===== src/rtl/tx_frame_pkg.sv =====
// Shared types and constants for the TX frame builder and its CRC helper.
package tx_frame_pkg;

   typedef enum logic [2:0] {
      IDLE,
      PRE,
      ADDR,
      LEN,
      PAYLOAD,
      CRC,
      FLUSH
   } state_e;

   localparam logic [15:0] CRC16_POLY   = 16'h1021;
   localparam logic [7:0]  DEF_PREAMBLE = 8'hAA;
   localparam logic [15:0] DEF_CRC_INIT = 16'hFFFF;

endpackage


===== src/rtl/crc16_ccitt_byte.sv =====
// One byte of CRC-16/CCITT (poly 0x1021), MSB-first, no reflection.
module crc16_ccitt_byte
   import tx_frame_pkg::*;
(
   input  logic [15:0] crc_i,
   input  logic [7:0]  data_i,
   output logic [15:0] crc_o
);

   logic [15:0] c;

   // The whole data byte is folded into the top of the register up front,
   // then eight plain shift/XOR steps finish the division.
   always_comb begin
      c = crc_i ^ {data_i, 8'h00};
      for (int i = 0; i < 8; i++) begin
         c = c[15] ? ({c[14:0], 1'b0} ^ CRC16_POLY) : {c[14:0], 1'b0};
      end
      crc_o = c;
   end

endmodule


===== src/rtl/tx_frame_builder.sv =====
// Builds preamble/address/length/payload/CRC frames and streams them
// back-to-back into the byte serializer.
module tx_frame_builder
   import tx_frame_pkg::*;
#(
   parameter logic [7:0]  PREAMBLE_BYTE = DEF_PREAMBLE,
   parameter int unsigned PREAMBLE_LEN  = 1,
   parameter logic [15:0] CRC_INIT      = DEF_CRC_INIT
) (
   input  logic        clk,
   input  logic        rst,
   input  logic        en,
   input  logic        frame_start,
   input  logic [31:0] access_addr,
   input  logic [7:0]  pdu_len,
   input  logic [7:0]  pl_data,
   input  logic        pl_empty,
   output logic        pl_rd,
   input  logic        ser_ready,
   output logic        ser_start,
   output logic [7:0]  ser_data,
   output logic        busy,
   output logic        done,
   output logic        err_underrun
);

   localparam logic [7:0] PRE_LAST = 8'(PREAMBLE_LEN - 1);

   state_e      state_q;
   logic [7:0]  cnt_q;
   logic [7:0]  len_q;
   logic [31:0] addr_q;
   logic [15:0] crc_q;
   logic [15:0] crc_nxt;
   logic [7:0]  crc_byte;
   logic        accept;
   logic        in_payload;

   assign in_payload = (state_q == PAYLOAD);
   assign crc_byte   = (state_q == LEN) ? len_q : pl_data;

   crc16_ccitt_byte u_crc (
      .crc_i  (crc_q),
      .data_i (crc_byte),
      .crc_o  (crc_nxt)
   );

   always_comb begin
      ser_start = 1'b0;
      ser_data  = 8'h00;
      unique case (state_q)
         PRE: begin
            ser_start = 1'b1;
            ser_data  = PREAMBLE_BYTE;
         end
         ADDR: begin
            ser_start = 1'b1;
            unique case (cnt_q[1:0])
               2'd0:    ser_data = addr_q[31:24];
               2'd1:    ser_data = addr_q[23:16];
               2'd2:    ser_data = addr_q[15:8];
               default: ser_data = addr_q[7:0];
            endcase
         end
         LEN: begin
            ser_start = 1'b1;
            ser_data  = len_q;
         end
         PAYLOAD: begin
            // Never offer a byte the FIFO does not actually hold.
            ser_start = ~pl_empty;
            ser_data  = pl_data;
         end
         CRC: begin
            ser_start = 1'b1;
            ser_data  = cnt_q[0] ? crc_q[7:0] : crc_q[15:8];
         end
         default: ;
      endcase
   end

   assign accept       = en & ser_ready & ser_start;
   assign pl_rd        = accept & in_payload;
   assign err_underrun = en & ser_ready & pl_empty & in_payload;
   assign done         = en & ser_ready & (state_q == FLUSH);
   assign busy         = (state_q != IDLE);

   always_ff @(posedge clk) begin
      if (rst) begin
         state_q <= IDLE;
         cnt_q   <= 8'd0;
         len_q   <= 8'd0;
         addr_q  <= 32'd0;
         crc_q   <= CRC_INIT;
      end else if (en) begin
         unique case (state_q)
            IDLE: if (frame_start) begin
               state_q <= PRE;
               addr_q  <= access_addr;
               len_q   <= pdu_len;
               crc_q   <= CRC_INIT;
               cnt_q   <= 8'd0;
            end
            PRE: if (accept) begin
               if (cnt_q == PRE_LAST) begin
                  state_q <= ADDR;
                  cnt_q   <= 8'd0;
               end else begin
                  cnt_q <= cnt_q + 8'd1;
               end
            end
            ADDR: if (accept) begin
               if (cnt_q == 8'd3) begin
                  state_q <= LEN;
                  cnt_q   <= 8'd0;
               end else begin
                  cnt_q <= cnt_q + 8'd1;
               end
            end
            LEN: if (accept) begin
               crc_q   <= crc_nxt;
               state_q <= (len_q != 8'd0) ? PAYLOAD : CRC;
               cnt_q   <= 8'd0;
            end
            PAYLOAD: begin
               if (ser_ready && pl_empty) begin
                  state_q <= IDLE;
                  cnt_q   <= 8'd0;
               end else if (accept) begin
                  crc_q <= crc_nxt;
                  if (cnt_q == len_q - 8'd1) begin
                     state_q <= CRC;
                     cnt_q   <= 8'd0;
                  end else begin
                     cnt_q <= cnt_q + 8'd1;
                  end
               end
            end
            CRC: if (accept) begin
               if (cnt_q[0]) begin
                  state_q <= FLUSH;
                  cnt_q   <= 8'd0;
               end else begin
                  cnt_q <= cnt_q + 8'd1;
               end
            end
            FLUSH: if (ser_ready) state_q <= IDLE;
            default: state_q <= IDLE;
         endcase
      end
   end

endmodule


===== config.mk =====
export PLATFORM = sky130hd
export DESIGN_NAME = tx_frame_builder
export DESIGN_NICKNAME = d
export VERILOG_FILES = /design/src/rtl/tx_frame_pkg.sv /design/src/rtl/crc16_ccitt_byte.sv /design/src/rtl/tx_frame_builder.sv
export SDC_FILE = /design/constraint.sdc
export NUM_CORES = 1
export LEC_CHECK = 0
export CORE_MARGIN = 2
export CORE_UTILIZATION = 45
export DETAILED_ROUTE_END_ITERATION = 8
export GPL_TIMING_DRIVEN = 0
export PLACE_DENSITY_LB_ADDON = 0.1
export SYNTH_ARGS = -nofsm -noshare
export SYNTH_HDL_FRONTEND = slang
export SYNTH_SLANG_ARGS = --single-unit

===== constraint.sdc =====
create_clock -name clk -period 3.4 [get_ports clk]
set_input_delay 0.51 -clock clk [delete_from_list [all_inputs] [get_ports clk]]
set_output_delay 0.51 -clock clk [all_outputs]
set_load 0.005 [all_outputs]

After elaboration in Yosys (flattened, before gate mapping)
Cells that the tools add are included.
Storage, ports and cells
  bits in registers: 67
  word-level logic and storage cells: 101
Operators by class
  add/subtract/negate cells: 2
  eq/ne operators: 22
  mux-type cells: 43
  bitwise gates (word level): 16
  reductions and logical operators: 13
Operator list (count)
  2-to-1 mux 13 bit: 8
  2-to-1 mux 8 bit: 13
  2-to-1 mux 16 bit: 3
  case mux 16 bit (3 select lines): 1
  case mux 8 bit (6 select lines): 1
  case mux 8 bit (5 select lines): 1
  2-to-1 mux 3 bit: 12
  inverter 3 bit: 8
  case mux 8 bit (3 select lines): 1
  case mux 3 bit (7 select lines): 1
  != test 2 bit (second input constant): 10
  bitwise XOR 16 bit: 1
  AND reduction 12 bit: 1
  == test 3 bit (second input constant): 3
  adder 8 x 1 -> 8 bit (second input constant): 1
  == test 8 x 2 -> 1 bit (second input constant): 1
  == test 8 bit: 1
  logical NOT 8 bit: 1
  AND reduction 8 bit: 1
  nonzero test 8 bit: 1
  subtractor 8 x 1 -> 8 bit (second input constant): 1
  AND 1 bit: 6
  == test 3 x 2 -> 1 bit (second input constant): 2
  nonzero test 3 bit: 2
  15 further kinds: 15

Logic depth before layout (Yosys ltp)
Gate-level depths: netlist of the first run.
  word-level depth: 22
  gate-level depth with buffers: 9

Modules after synthesis
A second synthesis of the first run with hierarchy kept.
Unflattened totals
  cells, all modules: 549
  area total of the unflattened synthesis: 4329.2 um^2
By module, submodules not included
  tx_frame_builder: instances 1, cells each 524, area each 3952.5 um^2, sequential area each 1341.3 um^2
  crc16_ccitt_byte: instances 1, cells each 25, area each 376.6 um^2, sequential area each 0.0 um^2

Least setup slack after synthesis of the first run
No wires, ideal clock.
  kind: register -> register
  from: register len_q[1]
  to: register state_q[1]
  library setup time: 0.117 ns
  data arrival time: 2.655 ns
  slack: 0.627 ns
  cell stages (with the launch flop): 10
  path buffers: 1
  clock period less this slack: 2.773 ns
  cell sequence: dfxtp_1 -> clkbuf_1 -> inv_1 -> ha_1 -> or4b_2 -> o211ai_1 -> a2bb2oi_1 -> a31oi_1 -> or3_1 -> a32o_1
On the way
  longest elaborated chain between the ends: 4
RTL lines
  from (decl): line tx_frame_builder.sv:31  | logic [7:0] len_q;
  from (signal assigned): line tx_frame_builder.sv:100  | len_q <= pdu_len;
  subtractor 8 x 1 -> 8 bit: line tx_frame_builder.sv:131  | if (cnt_q == len_q - 8'd1) begin
  == test 8 bit: line tx_frame_builder.sv:131
  != test 3 x 1 -> 1 bit (no line)
  AND reduction 12 bit (no line)
  to (signal assigned): line tx_frame_builder.sv:122  | state_q <= (len_q != 8'd0) ? PAYLOAD : CRC;
  to (decl): line tx_frame_builder.sv:29  | state_e state_q;
Every way passes these cells.
A chain may end at the register's enable or synchronous reset.

Worst setup path in the final report of the first run
  from: register state_q[0]
  to: output port ser_data[2]
On the way
  longest elaborated chain between the ends: 2
RTL lines
  == test 3 bit, or another cell as far along: line tx_frame_builder.sv:51  | unique case (state_q)
  case mux 8 bit (5 select lines) *: line tx_frame_builder.sv:51
  to (decl): line tx_frame_builder.sv:21  | output logic [7:0] ser_data,
Mark *: on every way between the ends. The rest lies on a longest branch, timed or not.

==> results_dict.tcl, run 1 <==
set metrics [dict create \
    crit_path_max_fanout 10 \
    met2_usage_pct 41.3 \
    clk_path_buf_depth 2 \
    synth_edf_count 0 \
    cp.depth 7 \
    register_area_mm2 0.00134 \
    totalPowerFinal_mw 2.09 \
    cts_tree "done" \
    clkPwrFrac_pct 35.0 \
    yosysWarnings 0 \
    diodes 0 \
    grt_pass1_wl_mm 19.7 \
    relSlewSlack_pct 16.2 \
    max_freq_mhz 307 \
    critical_path_arrival_ps 2750 \
    cts_buffers 9 \
    synth-seq-cells 67 \
    clock_latency_ps 360 \
    fillers 888 \
    synthesis.nets 586 \
    place_congestion 0.907 \
    pwr-share-comb_pct 24.5 \
    globalRouteMet3Util_pct 5.36 \
    wirelength_mm 12.6 \
    hold_path.class "reg -> reg" \
    syn_inst 524 \
    synth-main-ff-cell "dfxtp_1" \
    async_flop_share_pct 0 \
    drive_gt1_share_pct 6.94 \
    crit_buf_inv 4 \
    initial_core_util_pct 45.7 \
    die_width_um 99.9 \
    crit_end "ser_data[2]" \
    slew_violations 0 \
    cellPowerDensity_mw_per_mm2 403 \
    slowest_stage "clkdlybuf4s50_1" \
    tightest_slew_ps 1250 \
    fin_crit_ps 3260 \
    reg2reg_from "len_q[1]" \
    pwr-share-seq_pct 40.5 \
    drt_iter0_drc 397 \
    antenna_found_initial 0 \
    rsz0062_at_grt "false" \
    outcome "completed" \
    post-cts-setup-buffers 0 \
    p_leak_nw 1.94 \
    vias_per_cell 5.84 \
    finalSetupViolations 0 \
    setup-tns-final_ps 0 \
    root_buffer "clkbuf_8" \
    path_clk_slew_ps 100 \
    max-cap-violations 0 \
    numClockSinks 67 \
    hpwl_mm 9.26 \
    grt_max_degree 15 \
    ys_types 63 \
    worstPathRequired_ps 2890 \
    critical_path.endpoint_type "output pin" \
    skew_ps 19.5 \
    coreArea_mm2 0.00906 \
    syn_area_mm2 0.00414 \
    wire_per_inst_um 17.6 \
    area_delta_synth_final_pct 25.0 \
    cts_max_level 3 \
    avgSynthCellArea_um2 7.90 \
    startpoint "state_q[0]" \
    vdd_drop_max_uv 225 \
    p_sw_share_pct 33.2 \
    grt_util_all_layers_pct 25.3 \
    drcViolationCount 0 \
    ios 67 \
    intPower_mw 1.39 \
    finalHoldViolations 0 \
    p_switching_uw 693 \
    overflow 0 \
    rrSetupSlack_ps 180 \
    final_common_cell "nand2_1" \
    final_cell_mix "nand2_1 (124), clkdlybuf4s50_1 (66), dfxtp_1 (65), a21oi_1 (55), nor2_1 (22)" \
    layout.nets 662 \
    finalCritPeriodShare_pct 95.8 \
    slowest_delay_ps 460 \
    drt.antenna.violating_nets 0 \
    path_cells "buf_2 -> buf_1 -> clkbuf_2 -> a211oi_1 -> a221oi_1 -> nor2_1 -> clkdlybuf4s50_1" \
    portBuffers 66 \
    crit_family "buffers and inverters" \
    via_count 4178 \
    grt_busiest_layer "met2" \
    multiInputGateArea_mm2 0.00258 \
    use_met1_pct 33.8 \
    rows 35 \
    first_pass_iters 7 \
    yosysSeqAreaShare_pct 32.4 \
    fp.dieH_um 99.9 \
    die-area_mm2 0.00999 \
    cts_hold_buffers 0 \
    path_class "reg -> out" \
    startpoint_type "flop" \
    worstRegToRegCells 9 \
    grt_pass1_vias 3864 \
    worstReg2RegEnd "state_q[1]" \
]
-- cells by family (layout without fill, tap and decap cells) --
logic type                 Yosys count  after routing  synth area share, %
DFF                                 67             67                 32.4
muxes                               17             17                 4.11
AOI/OAI and AO/OA                  146            146                 23.3
adders and majority gates            8              8                 2.42
xor gates and xnor gates            34             34                 10.2
buffers and inverters               50            131                 5.83
and+or+nand+nor                    202            202                 21.8
-- Yosys cell counts, drive strengths merged, types with 3 or more instances --
| library cell | number | area (um^2) |
|---|---|---|
| a211oi | 6 | 45.0 |
| a21oi | 55 | 275 |
| a221oi | 6 | 52.6 |
| a222oi | 8 | 80.1 |
| a22oi | 4 | 30.0 |
| a31oi | 4 | 25.0 |
| and3 | 6 | 40.0 |
| buf | 14 | 96.3 |
| clkbuf | 23 | 86.3 |
| dfxtp | 67 | 1340 |
| ha | 8 | 100 |
| inv | 10 | 37.5 |
| mux2i | 17 | 170 |
| nand2 | 124 | 465 |
| nand2b | 3 | 18.8 |
| nand3 | 10 | 50.1 |
| nor2 | 23 | 86.3 |
| nor3 | 12 | 60.1 |
| nor4 | 3 | 18.8 |
| o21ai | 18 | 90.1 |
| o22ai | 15 | 93.8 |
| o2bb2ai | 6 | 52.6 |
| or3 | 5 | 31.3 |
| or4 | 3 | 26.3 |
| xnor2 | 15 | 131 |
| xnor3 | 7 | 158 |
| xor2 | 10 | 87.6 |
-- sequential cells by signal, summed over array words and instances (netlist names) --
signal	count
state_q	3
cnt_q	8
crc_q	16
len_q	8
addr_q	32
-- cell type report --
class,count,area share (%)
multi-input combinational,407,50.0
sequential,67,26.0
timing repair buffer,66,12.8
buffer,38,3.82
tap,111,2.68
clock buffer,9,2.39
clock inverter,7,1.62
inverter,11,0.798
-- per-layer routing --
layer | part of all wire, % | wire (um)
met1 | 44 | 5490
met2 | 46 | 5800
met3 | 7.9 | 997
met4 | 2.3 | 289
met5 | 0 | 0
-- power groups by stage --
stage               sequential, mW  clock, mW  combinational (mW)
CTS                          0.844      0.735               0.496
global route                 0.848      0.761               0.557
detailed placement           0.862          0               0.493
finish                       0.845      0.730               0.511
global placement             0.861          0               0.486
floorplan                    0.853          0               0.318
-- worst min path at each step --
stage	from	endpoint	cells after the start
after floorplan	addr_q[23]	addr_q[23]	2
after global placement	addr_q[15]	addr_q[15]	2
after detailed placement	addr_q[15]	addr_q[15]	2
after CTS	addr_q[15]	addr_q[15]	2
after global routing	addr_q[31]	addr_q[31]	2
final	addr_q[20]	addr_q[20]	2
-- worst reg2reg max path, delay by kind of cell (launching register included) --
family,cells,cell delay [ps]
adder cells (fa/ha/maj),1,300
flip-flops,1,310
AO/OA/AOI/OAI,4,990
buffers and inverters,2,490
AND/OR/NAND/NOR,2,1060
-- timing repair --
item	in CTS	in global routing
gates resized for setup	1	8
setup endpoints to repair	1	15
pin swaps	1	1
-- through the flow --
stage / setup WS, ps / utilization (%) / cell area, um^2 / std cells / hold WS [ps]
floorplan: 627 / - / 4140 / 524 / 436
global placement: 45.0 / 54.5 / 4940 / 701 / 442
detailed placement: 19.3 / 54.5 / 4940 / 701 / 447
CTS: 19.6 / 56.8 / 5150 / 717 / 459
global route: 7.79 / 57.1 / 5170 / 716 / 479
finish: 143 / 57.1 / 5170 / 716 / 462
No activity file was read; power rests on OpenSTA's default activity.
==> inputs of run 2 (changes only) <==
--- a/config.mk
+++ b/config.mk
@@ -9,7 +9,7 @@
 export CORE_UTILIZATION = 45
 export DETAILED_ROUTE_END_ITERATION = 8
 export GPL_TIMING_DRIVEN = 0
-export PLACE_DENSITY_LB_ADDON = 0.1
+export PLACE_DENSITY_LB_ADDON = 0.12
 export SYNTH_ARGS = -nofsm -noshare
 export SYNTH_HDL_FRONTEND = slang
 export SYNTH_SLANG_ARGS = --single-unit
==> run 2 against run 1 <==
Compared with the run above: die area is the same; critical path type unchanged; register-to-register slack better by 20 ps; worst setup slack about the same; critical endpoint unchanged; global-route usage decreased by 0.39 points; largest cell class unchanged.
==> results_dict.tcl, run 2 (same netlist as run 1, synthesis figures left out) <==
set metrics [dict create \
    outcome "completed" \
    rsz0062_at_grt "false" \
    worstReg2RegEnd "state_q[1]" \
    hpwl_mm 9.14 \
    slowest_stage "buf_1" \
    root_buffer "clkbuf_8" \
    intPower_mw 1.38 \
    final_cell_mix "nand2_1 (124), clkdlybuf4s50_1 (66), dfxtp_1 (65), a21oi_1 (55), nor2_1 (22)" \
    holdPathEnd "addr_q[25]" \
    cts_buffers 9 \
    worst_hold_slack_ps 459 \
    drive_gt1_share_pct 6.95 \
    slowest_delay_ps 620 \
    reg2reg_from "len_q[1]" \
    pwr-share-comb_pct 24.7 \
    pwr-share-seq_pct 41.8 \
    crit_family "buffers and inverters" \
    layout.nets 661 \
    tightest_slew_ps 1040 \
    coreArea_mm2 0.00906 \
    cts_max_level 3 \
    grt_pass1_vias 3852 \
    cellPowerDensity_mw_per_mm2 393 \
    fp.dieH_um 99.9 \
    grt_pass1_wl_mm 19.4 \
    worstRegToRegCells 8 \
    fin_crit_ps 3260 \
    diodes 0 \
    finalHoldViolations 0 \
    relSlewSlack_pct 29.8 \
    p_leak_nw 1.93 \
    max_freq_mhz 307 \
    area_delta_synth_final_pct 24.4 \
    max-cap-violations 0 \
    first_pass_iters 5 \
    post-cts-setup-buffers 0 \
    largest_register "addr_q" \
    p_sw_share_pct 31.8 \
    clkPwrFrac_pct 33.5 \
    grt_max_degree 14 \
    drt.antenna.violating_nets 0 \
    clk_path_buf_depth 2 \
    utilization_pct 56.9 \
    critical_path.endpoint_type "output pin" \
    crit_buf_inv 2 \
    path_cells "buf_1 -> mux2i_1 -> a211oi_1 -> a221oi_1 -> nor2_1 -> clkdlybuf4s50_1" \
    overflow 0 \
    setup-tns-final_ps 0 \
    path_clk_slew_ps 70 \
    largest_reg_flops 32 \
    hold_depth 2 \
    hp-start "addr_q[25]" \
    place_congestion 0.889 \
    drcViolationCount 0 \
    ios 67 \
    die-area_mm2 0.00999 \
    reg_top3 "addr_q x32, crc_q x16" \
    worstPathRequired_ps 2890 \
    antenna_found_initial 0 \
    hold_path.class "reg -> reg" \
    wire_per_inst_um 17.0 \
    crit_path_max_fanout 10 \
    startpoint_type "flop" \
    final_common_cell "nand2_1" \
    finalSetupViolations 0 \
    wirelength_mm 12.2 \
    numClockSinks 67 \
    rows 35 \
    initial_core_util_pct 45.7 \
    skew_ps 7.47 \
    via_count 4128 \
    portBuffers 66 \
    critical_path_arrival_ps 2750 \
    drt_iter0_drc 312 \
    cts_tree "done" \
    p_switching_uw 643 \
    clock_latency_ps 350 \
    rrSetupSlack_ps 200 \
    vdd_drop_max_uv 187 \
    path_class "reg -> out" \
    finalCritPeriodShare_pct 95.8 \
    die_width_um 99.9 \
    grt_util_all_layers_pct 24.9 \
    fillers 875 \
    cts_hold_buffers 0 \
    slew_violations 0 \
    vias_per_cell 5.77 \
]
run 2: final cells by class:
type | instances | area [um^2] | area share, %
Sequential cell | 67 | 1340 | 26.1
Buffer | 37 | 195 | 3.79
Tap cell | 111 | 139 | 2.69
Clock buffer | 9 | 124 | 2.40
Multi-Input combinational cell | 407 | 2570 | 50.0
Inverter | 11 | 41.3 | 0.801
Timing Repair Buffer | 66 | 661 | 12.8
Clock inverter | 7 | 75.1 | 1.46
run 2: power groups by stage:
stage          clock network [mW]  logic [mW]  registers, mW
2_1_floorplan                   0       0.318          0.853
3_3_place_gp                    0       0.485          0.860
3_5_place_dp                    0       0.490          0.862
4_1_cts                     0.690       0.495          0.843
5_1_grt                     0.723       0.543          0.850
6_report                    0.677       0.500          0.846
run 2: repair_timing:
item	in CTS	in global routing
pin swaps	1	1
gates resized for setup	2	9
setup endpoints to repair	3	10
run 2: tightest hold or removal path, stage by stage, from the launching register on:
cell and delay [ps]:
dfxtp_1 310, nand2_1 50, a21oi_1 50
run 2: how the worst max path moves through the flow:
stage | slack [ps] | end | from | cells past startpoint
6_report | 140 | ser_data[2] | cnt_q[0] | 6
5_1_grt | 2 | ser_data[2] | cnt_q[1] | 8
4_1_cts | 5 | ser_data[2] | cnt_q[0] | 8
3_5_place_dp | 30 | cnt_q[2] | len_q[1] | 9
3_3_place_gp | 60 | cnt_q[2] | len_q[1] | 9
2_1_floorplan | 630 | state_q[1] | len_q[1] | 9
run 2: per-layer routing:
metal	share of wire, %	wire length [um]	GRT usage (%)
met1	46	5580	34.2
met2	45	5510	38.9
met3	6.4	773	4.32
met4	2.5	302	10.1
met5	0	0	0
run 2: per-stage QoR:
| step | area [um^2] | std cells | setup slack [ps] | power, mW |
|---|---|---|---|---|
| global placement | 4940 | 701 | 57.8 | 1.35 |
| finish | 5150 | 715 | 143 | 2.02 |
| CTS | 5150 | 717 | 5.08 | 2.03 |
| detailed placement | 4940 | 701 | 30.6 | 1.35 |
| floorplan | 4140 | 524 | 627 | 1.17 |
| global route | 5150 | 715 | 1.52 | 2.12 |
